**config.mk**
```make
export PLATFORM = sky130hd
export DESIGN_NAME = fp_accumulate_ctrl_flat
export DESIGN_NICKNAME = d
export VERILOG_FILES = /design/src/rtl/fp_accumulate_ctrl_pkg.sv /design/src/rtl/fp_accumulate_ctrl_if.sv /design/src/rtl/fp_accumulate_ctrl.sv /design/src/flat_wrapper.sv
export SDC_FILE = /design/constraint.sdc
export NUM_CORES = 1
export LEC_CHECK = 0
export CORE_ASPECT_RATIO = 0.75
export CORE_MARGIN = 8
export CORE_UTILIZATION = 25
export DETAILED_ROUTE_END_ITERATION = 7
export SLEW_MARGIN = 10
export SYNTH_ARGS = -nofsm -noshare
export SYNTH_HDL_FRONTEND = slang
export SYNTH_SLANG_ARGS = --single-unit
export TNS_END_PERCENT = 30
```
**constraint.sdc**
```tcl
create_clock -name clk -period 1.81 [get_ports clk]
set_input_delay 0.2715 -clock clk [delete_from_list [all_inputs] [get_ports clk]]
set_output_delay 0.2715 -clock clk [all_outputs]
set_load 0.01 [all_outputs]
```
**src/rtl/fp_accumulate_ctrl_pkg.sv**
```systemverilog
// Shared floating-point types for the accumulator controller.
// fp_t is an IEEE-754 binary64 layout (sign, biased exponent, significand).
// FP_EXP_MAX is the all-ones exponent (infinity / NaN encodings).
package fp_accumulate_ctrl_pkg;

  localparam int unsigned FP_EXP_W = 11;
  localparam int unsigned FP_SIG_W = 52;
  localparam int unsigned FP_W     = 1 + FP_EXP_W + FP_SIG_W;

  typedef struct packed {
    logic                sign;
    logic [FP_EXP_W-1:0] exp;
    logic [FP_SIG_W-1:0] sig;
  } fp_t;

  localparam logic [FP_EXP_W-1:0] FP_EXP_MAX = '1;

  // True when the value has saturated the exponent field.
  function automatic logic fp_exp_is_max(input fp_t x);
    return x.exp == FP_EXP_MAX;
  endfunction

endpackage

```
**src/rtl/fp_accumulate_ctrl_if.sv**
```systemverilog
// Term-in / total-out stream plus adder operand/result wiring.
// master: producer of terms, adder result and consumer ready (the parent / bench).
// slave : the accumulator controller itself.
interface fp_accumulate_ctrl_if #(
  parameter int unsigned COUNT_W = 8
);
  import fp_accumulate_ctrl_pkg::*;

  logic               in_valid;
  logic               in_ready;
  fp_t                in_data;
  logic               in_last;
  fp_t                add_a;
  fp_t                add_b;
  fp_t                add_result;
  logic               out_valid;
  logic               out_ready;
  fp_t                out_data;
  logic [COUNT_W-1:0] out_count;
  logic               out_ovf;

  modport master (
    output in_valid, in_data, in_last, add_result, out_ready,
    input  in_ready, add_a, add_b, out_valid, out_data, out_count, out_ovf
  );

  modport slave (
    input  in_valid, in_data, in_last, add_result, out_ready,
    output in_ready, add_a, add_b, out_valid, out_data, out_count, out_ovf
  );

endinterface

```
**src/rtl/fp_accumulate_ctrl.sv**
```systemverilog
// Accumulator controller around a combinational FP adder: sums a frame of
// fp_t terms and emits one total per frame with its term count.
// Ports:
//   clk  - clock, all state on posedge
//   rst  - synchronous active-high reset
//   bus  - fp_accumulate_ctrl_if.slave: term stream in, adder a/b out,
//          adder result in, total/count/ovf stream out
// Parameter COUNT_W: term counter width; a frame is force-closed at 2**COUNT_W-1 terms.
// Macro FP_ACC_OVF_EN: when defined, out_ovf reports a sticky exponent-overflow
// flag for the frame; when undefined out_ovf is tied low.
module fp_accumulate_ctrl
  import fp_accumulate_ctrl_pkg::*;
#(
  parameter int unsigned COUNT_W = 8
) (
  input logic                 clk,
  input logic                 rst,
  fp_accumulate_ctrl_if.slave bus
);

  typedef enum logic [1:0] {IDLE, ACCUM, DONE} state_t;

  localparam logic [COUNT_W-1:0] COUNT_MAX = '1;
  localparam logic [COUNT_W-1:0] COUNT_ONE = COUNT_W'(1);

  state_t             state_q, state_d;
  fp_t                acc_q, acc_d;
  logic [COUNT_W-1:0] count_q, count_d;
  logic               in_ready_q;
  logic               out_valid_q;
  fp_t                out_data_q;
  logic [COUNT_W-1:0] out_count_q;
  logic               accept_c;

`ifdef FP_ACC_OVF_EN
  logic ovf_q, ovf_d;
  logic out_ovf_q;
`endif

  assign accept_c = bus.in_valid & in_ready_q;

  // Next-state: first term bypasses the adder, later terms take its result.
  always_comb begin
    state_d = state_q;
    acc_d   = acc_q;
    count_d = count_q;
`ifdef FP_ACC_OVF_EN
    ovf_d   = ovf_q;
`endif
    case (state_q)
      IDLE: begin
        if (accept_c) begin
          acc_d   = bus.in_data;
          count_d = COUNT_ONE;
          state_d = (bus.in_last || COUNT_ONE == COUNT_MAX) ? DONE : ACCUM;
`ifdef FP_ACC_OVF_EN
          ovf_d   = fp_exp_is_max(bus.in_data);
`endif
        end
      end
      ACCUM: begin
        if (accept_c) begin
          acc_d   = bus.add_result;
          count_d = count_q + COUNT_ONE;
          // Forced close keeps the counter from ever wrapping.
          state_d = (bus.in_last || count_d == COUNT_MAX) ? DONE : ACCUM;
`ifdef FP_ACC_OVF_EN
          ovf_d   = ovf_q | fp_exp_is_max(bus.add_result);
`endif
        end
      end
      DONE: begin
        if (bus.out_ready) state_d = IDLE;
      end
      default: state_d = IDLE;
    endcase
  end

  // State and registered outputs; outputs follow the state being entered.
  always_ff @(posedge clk) begin
    if (rst) begin
      state_q     <= IDLE;
      acc_q       <= '0;
      count_q     <= '0;
      in_ready_q  <= 1'b1;
      out_valid_q <= 1'b0;
      out_data_q  <= '0;
      out_count_q <= '0;
`ifdef FP_ACC_OVF_EN
      ovf_q       <= 1'b0;
      out_ovf_q   <= 1'b0;
`endif
    end else begin
      state_q     <= state_d;
      acc_q       <= acc_d;
      count_q     <= count_d;
      in_ready_q  <= (state_d != DONE);
      out_valid_q <= (state_d == DONE);
`ifdef FP_ACC_OVF_EN
      ovf_q       <= ovf_d;
`endif
      if (state_d == DONE) begin
        out_data_q  <= acc_d;
        out_count_q <= count_d;
`ifdef FP_ACC_OVF_EN
        out_ovf_q   <= ovf_d;
`endif
      end else begin
        out_data_q  <= '0;
        out_count_q <= '0;
`ifdef FP_ACC_OVF_EN
        out_ovf_q   <= 1'b0;
`endif
      end
    end
  end

  assign bus.in_ready  = in_ready_q;
  assign bus.add_a     = acc_q;
  assign bus.add_b     = bus.in_data;
  assign bus.out_valid = out_valid_q;
  assign bus.out_data  = out_data_q;
  assign bus.out_count = out_count_q;
`ifdef FP_ACC_OVF_EN
  assign bus.out_ovf   = out_ovf_q;
`else
  assign bus.out_ovf   = 1'b0;
`endif

endmodule

```
**src/flat_wrapper.sv**
```systemverilog
// flat-port wrapper written by rule: the top's interface ports become plain ports
module fp_accumulate_ctrl_flat import fp_accumulate_ctrl_pkg::*;
#(
  parameter int unsigned COUNT_W = 8
)
  (clk, rst, bus_in_valid, bus_in_data, bus_in_last, bus_add_result, bus_out_ready, bus_in_ready, bus_add_a, bus_add_b, bus_out_valid, bus_out_data, bus_out_count, bus_out_ovf);
  fp_accumulate_ctrl_if #(.COUNT_W(COUNT_W)) bus_i ();
  input logic clk;
  input logic rst;
  input wire logic [$bits(bus_i.in_valid)-1:0] bus_in_valid;
  input wire logic [$bits(bus_i.in_data)-1:0] bus_in_data;
  input wire logic [$bits(bus_i.in_last)-1:0] bus_in_last;
  input wire logic [$bits(bus_i.add_result)-1:0] bus_add_result;
  input wire logic [$bits(bus_i.out_ready)-1:0] bus_out_ready;
  output wire logic [$bits(bus_i.in_ready)-1:0] bus_in_ready;
  output wire logic [$bits(bus_i.add_a)-1:0] bus_add_a;
  output wire logic [$bits(bus_i.add_b)-1:0] bus_add_b;
  output wire logic [$bits(bus_i.out_valid)-1:0] bus_out_valid;
  output wire logic [$bits(bus_i.out_data)-1:0] bus_out_data;
  output wire logic [$bits(bus_i.out_count)-1:0] bus_out_count;
  output wire logic [$bits(bus_i.out_ovf)-1:0] bus_out_ovf;
  assign bus_i.in_valid = bus_in_valid;
  assign bus_i.in_data = bus_in_data;
  assign bus_i.in_last = bus_in_last;
  assign bus_i.add_result = bus_add_result;
  assign bus_i.out_ready = bus_out_ready;
  assign bus_in_ready = bus_i.in_ready;
  assign bus_add_a = bus_i.add_a;
  assign bus_add_b = bus_i.add_b;
  assign bus_out_valid = bus_i.out_valid;
  assign bus_out_data = bus_i.out_data;
  assign bus_out_count = bus_i.out_count;
  assign bus_out_ovf = bus_i.out_ovf;
  fp_accumulate_ctrl #(.COUNT_W(COUNT_W)) u_core (.clk(clk), .rst(rst), .bus(bus_i));
endmodule
```
# After elaboration in Yosys (flattened, before gate mapping)
# Cells that the tools add are included.
# classes
add_sub_neg	1
eq_ne	5
muxes	12
bitwise	2
n_reduce_logical	3
# ops
op	count
64-bit two-way mux	2
64-bit case mux with 2 select lines	1
8-bit two-way mux	2
8-bit case mux with 2 select lines	1
2-bit two-way mux	5
8-bit by 1-bit adder with 8-bit output, second input constant	1
8-bit equality test, second input constant	1
2-bit case mux with 3 select lines	1
2-bit equality test, second input constant	2
2-bit by 1-bit equality test with 1-bit output, second input constant	1
2-bit zero test	1
2-bit != test, second input constant	1
2-bit OR reduction	1
1-bit bitwise AND	1
1-bit logical OR	1
1-bit NOT	1
# totals
regBits	148
input_bits	133
output_inout_bits	203
elab_cells	34

# Depth between registers and ports, before layout
# logic_depth
ltp_word	9
ltp_mapped	8

# Least setup slack after synthesis
# No wires, ideal clock.
# synth_timing
path_kind	reg-to-reg
start	register u_core.count_q[1]
end	register u_core.out_data_q (netlist bit u_core.bus.out_data[32])
arrival_time_ns	1.763
required_ns	1.693
slack_ns	-0.070
stages_incl_launch_ff	9
path_cell_list	dfxtp_1 ha_1 buf_4 a21oi_1 mux2_2 a21o_1 a31oi_4 buf_8 nor2_2
# synth_via
elab_chain_cells	9
# synth_lines
element	line	text
from (decl)	fp_accumulate_ctrl.sv:28	logic [COUNT_W-1:0] count_q, count_d;
from (signal assigned)	fp_accumulate_ctrl.sv:96	count_q <= count_d;
8-bit by 1-bit adder with 8-bit output	fp_accumulate_ctrl.sv:64	count_d = count_q + COUNT_ONE;
8-bit equality test	fp_accumulate_ctrl.sv:66	state_d = (bus.in_last || count_d == COUNT_MAX) ? DONE : ACCUM;
1-bit logical OR	fp_accumulate_ctrl.sv:66	
2-bit two-way mux	fp_accumulate_ctrl.sv:66	
2-bit two-way mux	fp_accumulate_ctrl.sv:62	if (accept_c) begin
2-bit case mux with 3 select lines	fp_accumulate_ctrl.sv:50	case (state_q)
2-bit equality test	fp_accumulate_ctrl.sv:102	if (state_d == DONE) begin
1-bit NOT (no line)	-	
2-bit OR reduction (no line)	-	
to (signal assigned)	fp_accumulate_ctrl.sv:87	out_data_q <= '0;
to (signal assigned)	fp_accumulate_ctrl.sv:103	out_data_q <= acc_d;
to (signal assigned)	fp_accumulate_ctrl.sv:109	out_data_q <= '0;
to (decl)	fp_accumulate_ctrl.sv:31	fp_t out_data_q;
# No other way between the ends.
# A chain may end at the register's enable or synchronous reset.

# Final worst setup path
# layout_timing
start	register u_core.count_q[1]
end	register u_core.out_count_q[0], in the netlist u_core.bus.out_count[0]
# layout_via
elab_chain_cells	9
# layout_lines
element	line	text
8-bit by 1-bit adder with 8-bit output	fp_accumulate_ctrl.sv:64	
8-bit equality test	fp_accumulate_ctrl.sv:66	
1-bit logical OR	fp_accumulate_ctrl.sv:66	
2-bit two-way mux	fp_accumulate_ctrl.sv:66	
2-bit two-way mux	fp_accumulate_ctrl.sv:62	
2-bit case mux with 3 select lines	fp_accumulate_ctrl.sv:50	
2-bit equality test	fp_accumulate_ctrl.sv:102	
1-bit NOT (no line)	-	
2-bit OR reduction (no line)	-	
to (signal assigned)	fp_accumulate_ctrl.sv:104	out_count_q <= count_d;
to (decl)	fp_accumulate_ctrl.sv:32	logic [COUNT_W-1:0] out_count_q;
# No other way between the ends.

==> flow_summary.toml <==
[die]
floorplan.initialDensity = 0.256
core_area_um2 = 23100
io_pins = 336
fp-row-count = 48
die_w_um = 194
die_h_um = 149
die-area_um2 = 28900

[worst_setup_path]
required_ns = 2.12
cp-start-kind = "flop"
critical_path_arrival_ns = 2.11
worstSetupPathType = "reg -> reg"
end_kind = "flop"
crit_path_max_fanout = 14

[outcome]
status = "finished clean"

[clock_network]
cts_tree = "done"
clk_latency_ns = 0.43
holdBufCountCts = 0
clockBufferDepth = 2
htree_num_levels = 4
clk_pin_slew_worst_paths_ns = 0.07
clock-root-buffer = "clkbuf_16"
numCtsBuffers = 17
clock_sinks = 148

[layout]
nNetsFinal = 1067
syn2layout_area_growth_pct = 68.2
drive_gt1_frac = 0.107
antenna_cells = 0

[synth]
synth_area_per_cell_um2 = 9.08
synth_top_area_share = 0.501
synth.most_common_cell = "nor2_1"
synth_area_leaders = "dfxtp_1 (50%), nor2_1 (12%), mux2i_1 (11%), buf_4 (8.4%), a21oi_1 (5.9%)"
synth_edf_count = 0
synthCells = 652
yosys.area.top_type = "dfxtp_1"
syn_nets = 788
ys.flop_type = "dfxtp_1"
synth_seq_area_share = 0.501
ys.warnings.count = 0
synth-seq-cells = 148
synth-async-reset-ratio = 0
yosysUniqueCellTypes = 39
yosys-top-cells-count = "nor2_1 (196), dfxtp_1 (148), a21oi_1 (70)"
syn_area_um2 = 5920

[power]
p_total_uw = 8660
peakVddDrop_v = 0.000610
power_density_nw_per_um2 = 870
power_leakage_uw = 0.00375

[grt]
grt_pass1_vias = 5548
grt_usage = 0.138
gr-total-overflow = 0
antenna_found_initial = 0
grt_max_degree = 61
grt_pass1_wl_um = 31500

[placed_design]
post-dp-hpwl_um = 15700
portBuffers = 334
gp_congestion = 0.762
place_ws_ns = -0.168

[sta]
rsz0062_at_grt = "yes"
timing.final.ws_setup_ns = 0.0159
fin_skew_ns = 0.0133
finalHoldViolCount = 0
setup_violations = 0
fin_tns_setup_ns = 0
min_period_ns = 1.79
finalCritPeriodShare = 0.991
maxSlewViolCount = 0
max_freq_mhz = 557

[routing]
finalWirelength_um = 20300
antenna_left = 0
routed.top_layer = "met4"
met3_length_um = 2050
routedWlPerCell_um = 16.3
firstDrtPassIters = 4
drt_iter0_drc = 171
wl_met2_um = 9280
viasPerCell = 4.24
drcViolationCount = 0
vias = 5275
wl_met1_um = 8810

[worst_hold_path]
hp-class = "in -> reg"

[flow_run]
cap_viol_max_count = 0
[placed cells by master, fill, tap and decap left out, types with 2 or more instances in the layout]
master	Yosys	layout
clkdlybuf4s50_1	0	333
nor2_1	196	195
dfxtp_1	148	145
a21oi_1	70	69
mux2i_1	64	64
buf_4	66	20
nor2_2	17	18
clkbuf_16	0	18
clkinv_8	0	7
buf_12	0	7
nand2_1	4	4
a22oi_1	4	4
a211oi_1	4	4
inv_6	0	4
inv_1	3	3
nand3_1	3	3
a21o_1	3	3
mux2_2	4	3
nand3b_1	3	3
inv_8	0	3
a21oi_2	1	2
nor3_1	2	2
nand4_1	2	2
inv_2	2	2
ha_1	3	2
dfxtp_2	0	2
[report_power, final]
group	internal [µW]	switching [µW]	total (µW)
logic	885	709	1590
registers	3410	76.4	3490
clock network	1900	1690	3580
[area by class of cell]
cell class | instances | area, µm²
Timing Repair Buffer | 364 | 3710
Clock buffer | 17 | 425
Clock inverter | 15 | 199
Inverter | 5 | 18.8
Tap cell | 300 | 375
Multi-Input combinational cell | 395 | 2250
Fill cell | 2286 | 13200
Sequential cell | 148 | 2970
[critical path, stage by stage (launching register included)]
cell,delay [ns]
dfxtp_2,0.34
ha_4,0.18
buf_4,0.14
nand2_1,0.06
o31ai_2,0.06
a32o_2,0.28
a31oi_4,0.22
bufbuf_16,0.35
nor2_1,0.06
[path summary, 6_finish.rpt]
kind         slack, ns  depth (start not counted)                      end                  from
min               0.31                          4        u_core.state_q[0]                   rst
max reg2reg       0.02                          8  u_core.bus.out_count[0]     u_core.count_q[1]
min reg2reg       0.50                          2     u_core.bus.add_a[50]  u_core.bus.add_a[50]
max               0.02                          8  u_core.bus.out_count[0]     u_core.count_q[1]
[routing by layer]
metal / track usage / up-vias
met5: 0 / -
met1: 0.161 / 2379
met2: 0.221 / 225
met4: 0.0334 / 0
met3: 0.0730 / 14
li1: - / 2657
[logic make-up (layout without fill, tap and decap cells)]
group | after synthesis | count (layout) | synth area share
buf+inv | 109 | 401 | 0.123
simple gates | 235 | 235 | 0.168
compound gates | 88 | 88 | 0.0852
mux | 68 | 68 | 0.116
flops | 148 | 148 | 0.501
fa+ha+maj | 3 | 3 | 0.00634
other cells | 1 | 1 | 0.000634
[per-stage QoR]
step / utilization / hold WS (ns) / cells / instance area, µm²
after CTS: 0.428 / 0.277 / 1242 / 9900
final: 0.431 / 0.311 / 1244 / 9950
after global placement: 0.398 / 0.482 / 1208 / 9210
after detailed placement: 0.398 / 0.488 / 1208 / 9210
after floorplan: - / 0.449 / 652 / 5920
after global routing: 0.431 / 0.290 / 1244 / 9950
[timing repair]
item	4_1_cts	5_1_grt
setup buffers	1	1
setup endpoints to repair	52	70
gates cloned	1	1
pin swaps	0	7
resized for setup	3	5
[sequential cells by signal, summed over array words and instances (netlist names)]
register / flops
u_core.bus.out_data: 64
u_core.count_q: 8
u_core.bus.out_count: 8
u_core.bus.out_valid: 1
u_core.bus.add_a: 64
u_core.bus.in_ready: 1
u_core.state_q: 2
(Power assumes the default switching activity.)
